**src/rtl/cva6_ptw_arb_sv32.sv**
```systemverilog
// rtl/cva6_ptw_arb_sv32.sv - round-robin ITLB/DTLB arbiter and sequencer for the Sv32 PTW
// Combinational ack/start/done pulses, latched walk context, and flush/drain handling.
module cva6_ptw_arb_sv32 #(
  parameter int VLEN       = 32,
  parameter int ASID_WIDTH = 1
) (
  input  logic                  clk_i,
  input  logic                  rst_i,
  input  logic                  flush_i,
  input  logic [ASID_WIDTH-1:0] asid_i,
  input  logic                  itlb_req_i,
  input  logic [VLEN-1:0]       itlb_vaddr_i,
  output logic                  itlb_ack_o,
  output logic                  itlb_done_o,
  output logic                  itlb_err_o,
  input  logic                  dtlb_req_i,
  input  logic [VLEN-1:0]       dtlb_vaddr_i,
  input  logic                  dtlb_is_store_i,
  output logic                  dtlb_ack_o,
  output logic                  dtlb_done_o,
  output logic                  dtlb_err_o,
  output logic                  dtlb_access_err_o,
  output logic                  ptw_start_o,
  output logic [VLEN-1:0]       ptw_vaddr_o,
  output logic                  ptw_itlb_o,
  output logic                  ptw_is_store_o,
  output logic [ASID_WIDTH-1:0] ptw_asid_o,
  input  logic                  ptw_active_i,
  input  logic                  ptw_update_i,
  input  logic                  ptw_error_i,
  input  logic                  ptw_access_err_i,
  output logic                  busy_o
);

  typedef enum logic [1:0] {
    S_IDLE  = 2'd0,
    S_ISSUE = 2'd1,
    S_WALK  = 2'd2,
    S_DRAIN = 2'd3
  } state_t;

  state_t                r_state;
  state_t                w_state_nxt;
  logic [VLEN-1:0]       r_vaddr;
  logic [ASID_WIDTH-1:0] r_asid;
  logic                  r_owner_itlb;
  logic                  r_is_store;
  logic                  r_last_itlb;

  logic w_grant;
  logic w_grant_itlb;
  logic w_done;
  logic w_complete;

  assign w_complete = ptw_update_i | ptw_error_i | ptw_access_err_i;

  always_comb begin
    w_state_nxt  = r_state;
    w_grant      = 1'b0;
    w_grant_itlb = 1'b0;
    w_done       = 1'b0;
    ptw_start_o  = 1'b0;
    case (r_state)
      S_IDLE: begin
        if (!flush_i && !rst_i && (itlb_req_i || dtlb_req_i)) begin
          w_grant      = 1'b1;
          // Contention goes to whichever side was not served last.
          w_grant_itlb = itlb_req_i && (!dtlb_req_i || !r_last_itlb);
          w_state_nxt  = S_ISSUE;
        end
      end
      S_ISSUE: begin
        if (flush_i) begin
          w_state_nxt = S_IDLE;
        end else if (!ptw_active_i) begin
          ptw_start_o = 1'b1;
          w_state_nxt = S_WALK;
        end
      end
      S_WALK: begin
        if (flush_i) begin
          w_state_nxt = S_DRAIN;
        end else if (w_complete) begin
          w_done      = 1'b1;
          w_state_nxt = S_DRAIN;
        end else if (!ptw_active_i) begin
          w_state_nxt = S_IDLE;
        end
      end
      S_DRAIN: begin
        if (!ptw_active_i) begin
          w_state_nxt = S_IDLE;
        end
      end
      default: w_state_nxt = S_IDLE;
    endcase
  end

  assign itlb_ack_o  = w_grant &  w_grant_itlb;
  assign dtlb_ack_o  = w_grant & ~w_grant_itlb;
  assign itlb_done_o = w_done &  r_owner_itlb;
  assign dtlb_done_o = w_done & ~r_owner_itlb;

  // ITLB has no access-fault output, so a PMP fault is reported as a page fault.
  assign itlb_err_o        = itlb_done_o & (ptw_error_i | ptw_access_err_i);
  assign dtlb_access_err_o = dtlb_done_o & ptw_access_err_i;
  assign dtlb_err_o        = dtlb_done_o & ptw_error_i & ~ptw_access_err_i;

  assign ptw_vaddr_o    = r_vaddr;
  assign ptw_itlb_o     = r_owner_itlb;
  assign ptw_is_store_o = r_is_store;
  assign ptw_asid_o     = r_asid;
  assign busy_o         = (r_state != S_IDLE);

  always_ff @(posedge clk_i or posedge rst_i) begin
    if (rst_i) begin
      r_state      <= S_IDLE;
      r_vaddr      <= '0;
      r_asid       <= '0;
      r_owner_itlb <= 1'b0;
      r_is_store   <= 1'b0;
      r_last_itlb  <= 1'b1;
    end else begin
      r_state <= w_state_nxt;
      if (w_grant) begin
        r_vaddr      <= w_grant_itlb ? itlb_vaddr_i : dtlb_vaddr_i;
        r_asid       <= asid_i;
        r_owner_itlb <= w_grant_itlb;
        r_is_store   <= w_grant_itlb ? 1'b0 : dtlb_is_store_i;
        r_last_itlb  <= w_grant_itlb;
      end
    end
  end

endmodule

```
**config.mk**
```make
export PLATFORM = sky130hd
export DESIGN_NAME = cva6_ptw_arb_sv32
export DESIGN_NICKNAME = d
export VERILOG_FILES = /design/src/rtl/cva6_ptw_arb_sv32.sv
export SDC_FILE = /design/constraint.sdc
export NUM_CORES = 1
export LEC_CHECK = 0
export BUFFER_PORTS_ARGS = -buffer_cell sky130_fd_sc_hd__buf_2
export CAP_MARGIN = 15
export CORE_ASPECT_RATIO = 0.8
export CORE_MARGIN = 2
export CORE_UTILIZATION = 44
export CTS_CLUSTER_DIAMETER = 60
export DETAILED_ROUTE_END_ITERATION = 8
export MAX_ROUTING_LAYER = met4
export PLACE_DENSITY = 0.88
export SLEW_MARGIN = 15
export SYNTH_ARGS = -nofsm -noshare
export SYNTH_HDL_FRONTEND = slang
export SYNTH_SLANG_ARGS = --single-unit
```
**constraint.sdc**
```tcl
create_clock -name clk_i -period 2 [get_ports clk_i]
set_input_delay 0.4 -clock clk_i [delete_from_list [all_inputs] [get_ports clk_i]]
set_output_delay 0.4 -clock clk_i [all_outputs]
set_load 0.05 [all_outputs]
```
==> impl_results.rst, run 1 <==
.. list-table::
   :header-rows: 1

   * - Metric
     - Value
   * - Overall overflow remaining after global route
     - 0
   * - Worst Skew
     - 0.00190 ns
   * - Antenna Nets Post-Route
     - 0
   * - Clock root cell
     - sky130_fd_sc_hd__clkbuf_8
   * - Synthesized cell area
     - 2140 um^2
   * - Rel. slew slack
     - 68.4%
   * - Depth of the CTS H-tree
     - 2
   * - Max Slew Vio Count
     - 0
   * - Total setup buffers inserted after CTS
     - 0
   * - Adder-Cell Fraction of Synth Area
     - 0%
   * - DPL Wire Length
     - 3550 um
   * - Fin Hold WS
     - 0.238 ns
   * - Final setup vio count
     - 0
   * - Wire length of the first global-routing pass
     - 7130 um
   * - Buffers from clock root to sink, at most
     - 2
   * - Cells on worst reg2reg path
     - 3
   * - Maximum VDD drop
     - 0.794 mV
   * - R2R Path End
     - ptw_vaddr_o[0]
   * - Max Cap Viol
     - 0
   * - Number of sinks handled by clock tree synthesis
     - 38
   * - Cell Pwr Density
     - 1650 nW/um^2
   * - Share of the synthesized area in compound gates (AO/OA/AOI/OAI)
     - 2.69%
   * - Clock tree from TritonCTS
     - built
   * - Die footprint
     - around 5400 um^2
   * - Worst Path Max Fanout
     - 7
   * - Initial Util
     - 46.3%
   * - Setup slack of the worst register-to-register path
     - roughly 0.35 ns
   * - Setup repair after global routing missed its margin
     - no
   * - Setup crit end kind
     - output port
   * - Count of unresolved DRC violations after routing
     - 0
   * - Input/output buffers
     - between 100 and 150
   * - Status
     - complete, no violations
   * - Multiplexer share of the synthesized area
     - between 40% and 50%
   * - Clk_lat worst skew
     - 0.28 ns
   * - Final critical path time including I/O delays and setup
     - just under 2 ns
   * - Final weighted congestion in routability-driven placement
     - roughly 0.7
   * - Utilization after layout
     - 63.5%
   * - Diodes inserted
     - 0
   * - Std-Cell Core Area
     - ~4600 um^2
   * - Number of library cell types mapped by synthesis
     - 28
   * - Total number of yosys warnings
     - 0
   * - Number of DRC markers after the initial detailed-route iteration
     - 29
   * - Reg-to-reg startpoint
     - r_state[1]
   * - Pin count of the biggest net entering global routing
     - 39
   * - Combinational family with the most area after synthesis
     - multiplexers
   * - Sum of negative setup slack
     - 0 ns
   * - Vias in the first global route
     - 1573
   * - Power consumption
     - 4.86 mW
   * - Ranking of synthesized cells by area
     - sky130_fd_sc_hd__dfrtp_1 43%, sky130_fd_sc_hd__mux2_4 28%, sky130_fd_sc_hd__mux2_2 13%
   * - Share of the synthesized area in the top cell type
     - 43.2%
   * - Top-Level Pins
     - 119
   * - Vias per Instance
     - about 4.9
   * - Sequential cell area fraction in the yosys report
     - 44.4%
   * - Die boundary width
     - 82.0 um
   * - Peak clock frequency supported by timing
     - 520 MHz
   * - Measured slew at the worst slew-check pin
     - 0.473 ns
   * - Clock input transition at the sequential cells of the worst setup and hold paths
     - 0.08 ns
   * - Classification of the worst setup path
     - reg -> out
   * - Class of the tightest hold or removal check
     - in -> async
   * - Kind of start point of the critical path
     - flip-flop
   * - Gates resized, CTS repair
     - 4
   * - Total CTS buffers
     - 5
   * - Post-synthesis net count
     - 214
   * - Initial DRT Pass Iterations
     - 4
   * - Avg Synthesized Cell Area
     - about 15 um^2
   * - Final period util
     - between 90% and 100%
   * - Cell count after synthesis
     - 139
   * - Post-CTS Hold Buffers
     - 0
   * - WL final
     - 4630 um
   * - Simple-gate share of the synthesized area
     - under 10%
   * - Nets
     - 336
   * - Die height
     - 66.4 um
   * - Count of state elements after synthesis
     - 38
   * - Area overhead of the layout relative to synthesis
     - 37.1%
   * - Cell type with the largest total area after synthesis
     - sky130_fd_sc_hd__dfrtp_1
   * - Xor/xnor share of the synthesized area
     - 0%
   * - Pre-CTS worst setup slack
     - 0.189 ns
   * - Final-report hold violation count
     - 0
   * - Req. time, crit path
     - 1.60 ns
   * - Arrival @ worst endpoint
     - 1.52 ns
   * - FILL cells
     - 379
   * - Global Route Usage Sum
     - about 18%
   * - Number of antenna violations at the first check in global routing
     - 0
   * - Share of post-route cells with drive strength above 1
     - 79.8%
   * - Detailed-route via count
     - 1592
   * - Final Worst Setup Slack
     - around 0.08 ns
   * - Per-cell routed wire length
     - 14.4 um
   * - Placement Rows
     - 22
   * - Pleak
     - approximately 1.5 nW
## worst max-delay path: stages (launching register included)
cell and delay [ns]:
sky130_fd_sc_hd__dfrtp_2 0.47, sky130_fd_sc_hd__nor4_4 0.34, sky130_fd_sc_hd__nor2b_2 0.20, sky130_fd_sc_hd__clkbuf_4 0.23
## per-stage QoR
step           cell area, um^2  instances
4_1_cts                   2920        322
6_report                  2940        322
3_5_place_dp              2800        314
5_1_grt                   2940        322
3_3_place_gp              2800        314
2_1_floorplan             2170        139
## per-layer routing
metal	vias up	share of wire (%)	track usage [%]
met5	-	0	-
met4	0	0.91	5.83
met3	5	6.5	3.55
met2	62	52	30.7
met1	776	41	20.8
li1	749	-	-
## logic make-up (layout without fill, tap and decap cells)
logic type | count (synthesis) | in the layout
DFF | 38 | 38
and+or+nand+nor | 16 | 16
AOI/OAI and AO/OA | 7 | 7
muxes | 68 | 68
buffers and inverters | 10 | 133
## registers in the layout, indices dropped and copies added (netlist names)
signal / count
ptw_asid_o: 1
ptw_is_store_o: 1
ptw_itlb_o: 1
ptw_vaddr_o: 32
r_last_itlb: 1
r_state: 2
## placed cells by master (no fill, tap or decap), types with 2 or more instances in the layout
cell and n:
sky130_fd_sc_hd__clkbuf_4 2, sky130_fd_sc_hd__buf_4 7, sky130_fd_sc_hd__dfrtp_1 35, sky130_fd_sc_hd__nor3_1 2, sky130_fd_sc_hd__clkinvlp_4 2, sky130_fd_sc_hd__mux2_2 24
sky130_fd_sc_hd__nor3b_2 2, sky130_fd_sc_hd__mux2_4 40, sky130_fd_sc_hd__dfrtp_2 2, sky130_fd_sc_hd__mux2_1 4, sky130_fd_sc_hd__clkbuf_8 5, sky130_fd_sc_hd__o21bai_1 2
sky130_fd_sc_hd__buf_2 113, sky130_fd_sc_hd__inv_1 2
## layout make-up
| cell class | instances | area (um^2) | area share [%] |
|---|---|---|---|
| multi-input cells | 91 | 1130 | 38.6 |
| clock inverters | 3 | 45.0 | 1.53 |
| inverters | 2 | 7.51 | 0.256 |
| repair buffers | 123 | 653 | 22.2 |
| well taps | 60 | 75.1 | 2.56 |
| flip-flops and latches | 38 | 955 | 32.5 |
| clock buffers | 5 | 68.8 | 2.34 |
## power by group
part           total, mW  internal [mW]  switching, mW
Sequential          1.41           1.17          0.248
Combinational       2.80          0.932           1.87
Clock              0.645          0.371          0.274
## synthesized netlist by cell type
library cell               instances
sky130_fd_sc_hd__dfrtp_1          37
sky130_fd_sc_hd__nor3b_1           2
sky130_fd_sc_hd__buf_4             1
sky130_fd_sc_hd__nor2b_1           2
sky130_fd_sc_hd__nor3_1            3
sky130_fd_sc_hd__inv_1             2
sky130_fd_sc_hd__or3_1             1
sky130_fd_sc_hd__o2111a_1          1
sky130_fd_sc_hd__mux2_1            4
sky130_fd_sc_hd__o21bai_1          2
sky130_fd_sc_hd__a21oi_1           1
sky130_fd_sc_hd__or2_2             1
sky130_fd_sc_hd__o221a_2           1
sky130_fd_sc_hd__a21o_1            1
sky130_fd_sc_hd__dfstp_2           1
sky130_fd_sc_hd__nand2_1           1
sky130_fd_sc_hd__a21boi_1          1
sky130_fd_sc_hd__nand2b_1          1
sky130_fd_sc_hd__nor4_4            1
sky130_fd_sc_hd__nor4_1            1
sky130_fd_sc_hd__nor2_1            1
sky130_fd_sc_hd__buf_8             1
sky130_fd_sc_hd__buf_6             5
sky130_fd_sc_hd__mux2_4           40
sky130_fd_sc_hd__and2_1            1
sky130_fd_sc_hd__mux2_2           24
sky130_fd_sc_hd__nor4b_1           1
sky130_fd_sc_hd__buf_12            1
## how the worst max path moves through the flow
stage / start / endpoint / slack, ns / cells after the start
4_1_cts: r_state[1] / dtlb_ack_o / 0.009 / 3
6_report: r_state[1] / dtlb_ack_o / 0.08 / 3
3_5_place_dp: flush_i / dtlb_err_o / 0.19 / 5
5_1_grt: r_state[0] / dtlb_err_o / 0.02 / 4
2_1_floorplan: r_state[0] / dtlb_err_o / -0.07 / 3
3_3_place_gp: rst_i / ptw_vaddr_o[0] / 0.23 / 5
No activity file was read; power rests on OpenSTA's default activity.
==> run 2, diff against run 1 <==
- SETUP_SLACK_MARGIN: unset -> 0.4
==> run 2 against run 1 <==
Compared with the run above:
- clock power rose by 20%
- non-clock buffer count grew 28
- combinational power grew 25%
- cell count rose by 8.7%
- critical path type unchanged
- largest power group unchanged
- highest routed layer unchanged
==> impl_results.rst, run 2 (synthesized netlist as in run 1, its figures left out) <==
.. list-table::
   :header-rows: 1

   * - Metric
     - Value
   * - Rel. slew slack
     - 73.3% (+4.8 points)
   * - Number of sinks handled by clock tree synthesis
     - 38 (unchanged)
   * - Buffers from clock root to sink, at most
     - 2 (unchanged)
   * - Classification of the worst setup path
     - reg -> out
   * - Die height
     - 66.4 um (unchanged)
   * - Final setup vio count
     - 0 (unchanged)
   * - Cell Pwr Density
     - 1610 nW/um^2 (-2.6%)
   * - Clock root cell
     - sky130_fd_sc_hd__clkbuf_8
   * - Total CTS buffers
     - 5 (unchanged)
   * - Post-CTS Hold Buffers
     - 0 (unchanged)
   * - Overall overflow remaining after global route
     - 0 (unchanged)
   * - Kind of start point of the critical path
     - flip-flop
   * - Final period util
     - 93.4% (-2.7 points)
   * - DPL Wire Length
     - 3950 um (+11%)
   * - Area overhead of the layout relative to synthesis
     - 66.9%
   * - Initial Util
     - 46.3% (unchanged)
   * - Die boundary width
     - 82.0 um (unchanged)
   * - Final critical path time including I/O delays and setup
     - 1.87 ns (-0.0531 ns)
   * - Count of unresolved DRC violations after routing
     - 0 (unchanged)
   * - Sum of negative setup slack
     - 0 ns (unchanged)
   * - Per-cell routed wire length
     - 20.5 um (+43%)
   * - Global Route Usage Sum
     - 23.8% (+6.0 points)
   * - Std-Cell Core Area
     - 4620 um^2 (unchanged)
   * - Top-Level Pins
     - 119 (unchanged)
   * - Most frequent cells in the layout
     - 109 x sky130_fd_sc_hd__buf_2, 62 x sky130_fd_sc_hd__mux2_4, 34 x sky130_fd_sc_hd__dfrtp_1
   * - Flip-flop count of the largest register after layout
     - 32 (unchanged)
   * - Wire length of the first global-routing pass
     - 9250 um (+30%)
   * - Number of antenna violations at the first check in global routing
     - 0 (unchanged)
   * - Setup crit end kind
     - output port
   * - Placement Rows
     - 22 (unchanged)
   * - Final Instance Area
     - 3580 um^2 (+22%)
   * - Max Slew Vio Count
     - 0 (unchanged)
   * - Arrival @ worst endpoint
     - 1.47 ns (-0.05 ns)
   * - Worst Skew
     - 0.0156 ns (+0.0137 ns)
   * - Max Cap Viol
     - 0 (unchanged)
   * - Vias in the first global route
     - 1843 (+17%)
   * - Status
     - complete, no violations
   * - Worst Path Max Fanout
     - 4 (-3)
   * - Fin Hold WS
     - 0.190 ns (-0.0487 ns)
   * - Final-report hold violation count
     - 0 (unchanged)
   * - Utilization after layout
     - 77.4% (+14 points)
   * - Inst Count DP
     - 315 (+0.32%)
   * - Final weighted congestion in routability-driven placement
     - 0.718 (+3.5%)
   * - Initial DRT Pass Iterations
     - 4 (unchanged)
   * - Pleak
     - 1.84 nW (+22%)
   * - Share of post-route cells with drive strength above 1
     - 84.8% (+5.1 points)
   * - Peak clock frequency supported by timing
     - 535 MHz (+2.8%)
   * - Req. time, crit path
     - 1.60 ns (about the same)
   * - Die footprint
     - 5450 um^2 (unchanged)
   * - Detailed-route via count
     - 1813 (+14%)
   * - Clock input transition at the sequential cells of the worst setup and hold paths
     - 0.07 ns (about the same)
   * - Pin count of the biggest net entering global routing
     - 24 (-38%)
   * - Nets
     - 364 (+8.3%)
   * - Setup repair after global routing missed its margin
     - yes
   * - Clk_lat worst skew
     - 0.29 ns (about the same)
   * - Depth of the CTS H-tree
     - 2 (unchanged)
   * - Standard cell area after detailed placement
     - 2880 um^2 (+3.2%)
   * - Measured slew at the worst slew-check pin
     - 0.399 ns (-0.0747 ns)
   * - Class of the tightest hold or removal check
     - in -> async
   * - Input/output buffers
     - 118 (unchanged)
   * - Vias per Instance
     - 5.18 (+4.8%)
   * - Clock tree from TritonCTS
     - built
   * - Maximum VDD drop
     - 0.911 mV (+15%)
   * - WL final
     - 7190 um (+55%)
   * - Most common library cell in the layout ignoring fill and taps
     - sky130_fd_sc_hd__buf_2
   * - Antenna Nets Post-Route
     - 0 (unchanged)
   * - Number of DRC markers after the initial detailed-route iteration
     - 57 (+97%)
   * - Diodes inserted
     - 0 (unchanged)
   * - Non-Filler Instances
     - 350 (+8.7%)
run 2: changes by cell type in the layout (fill, tap and decap cells not counted), sizes merged:
cell      change
buf          +27
bufinv        +1
clkbuf        +1
clkinv        +1
clkinvlp      -2
run 2: worst paths after layout:
path	slack, ns	from	endpoint	cells past startpoint
max	0.13	r_state[1]	dtlb_ack_o	3
min	0.19	rst_i	ptw_vaddr_o[3]	3
max reg2reg	0.25	r_state[1]	ptw_vaddr_o[22]	5
min reg2reg	0.51	ptw_vaddr_o[30]	ptw_vaddr_o[30]	1
max in group asynchronous	1.49	rst_i	r_last_itlb	3
min in group clk_i	0.36	asid_i	ptw_asid_o	2
run 2: final cells by class:
class                      count  area [um^2]
inverter                       2         7.51
clock inverter                 3         68.8
timing repair buffer         151         1110
sequential                    38          956
tap                           60         75.1
fill                         262         1050
clock buffer                   5         68.8
multi-input combinational     91         1290
run 2: where the power goes:
group	internal, mW	switching (mW)
Sequential	1.17	0.306
Combinational	1.40	2.11
Clock	0.500	0.277
Total	3.07	2.70
run 2: metal layers:
layer / track usage (%) / vias to the layer above / wire [um]
li1: - / 813 / -
met1: 26.4 / 908 / 2860
met3: 3.69 / 17 / 352
met4: 5.21 / 0 / 193
met2: 44.7 / 75 / 3780
met5: - / - / 0
run 2: critical path, stage by stage (launching register included):
cell and delay, ns:
sky130_fd_sc_hd__dfrtp_2 0.46, sky130_fd_sc_hd__nor4_4 0.36, sky130_fd_sc_hd__nor2b_4 0.22, sky130_fd_sc_hd__buf_8 0.15
run 2: metrics by stage:
stage               setup WS (ns)  total power, mW
floorplan                   0.200             3.66
global route               0.0754             5.95
finish                      0.132             5.76
detailed placement          0.170             4.32
global placement            0.184             4.25
CTS                         0.172             5.45
run 2: what timing repair did:
action	in CTS	in global routing
gates resized for setup	43	21
setup buffers	9	12
setup endpoints to repair	31	45
cloned	3	3
pin swaps	6	4
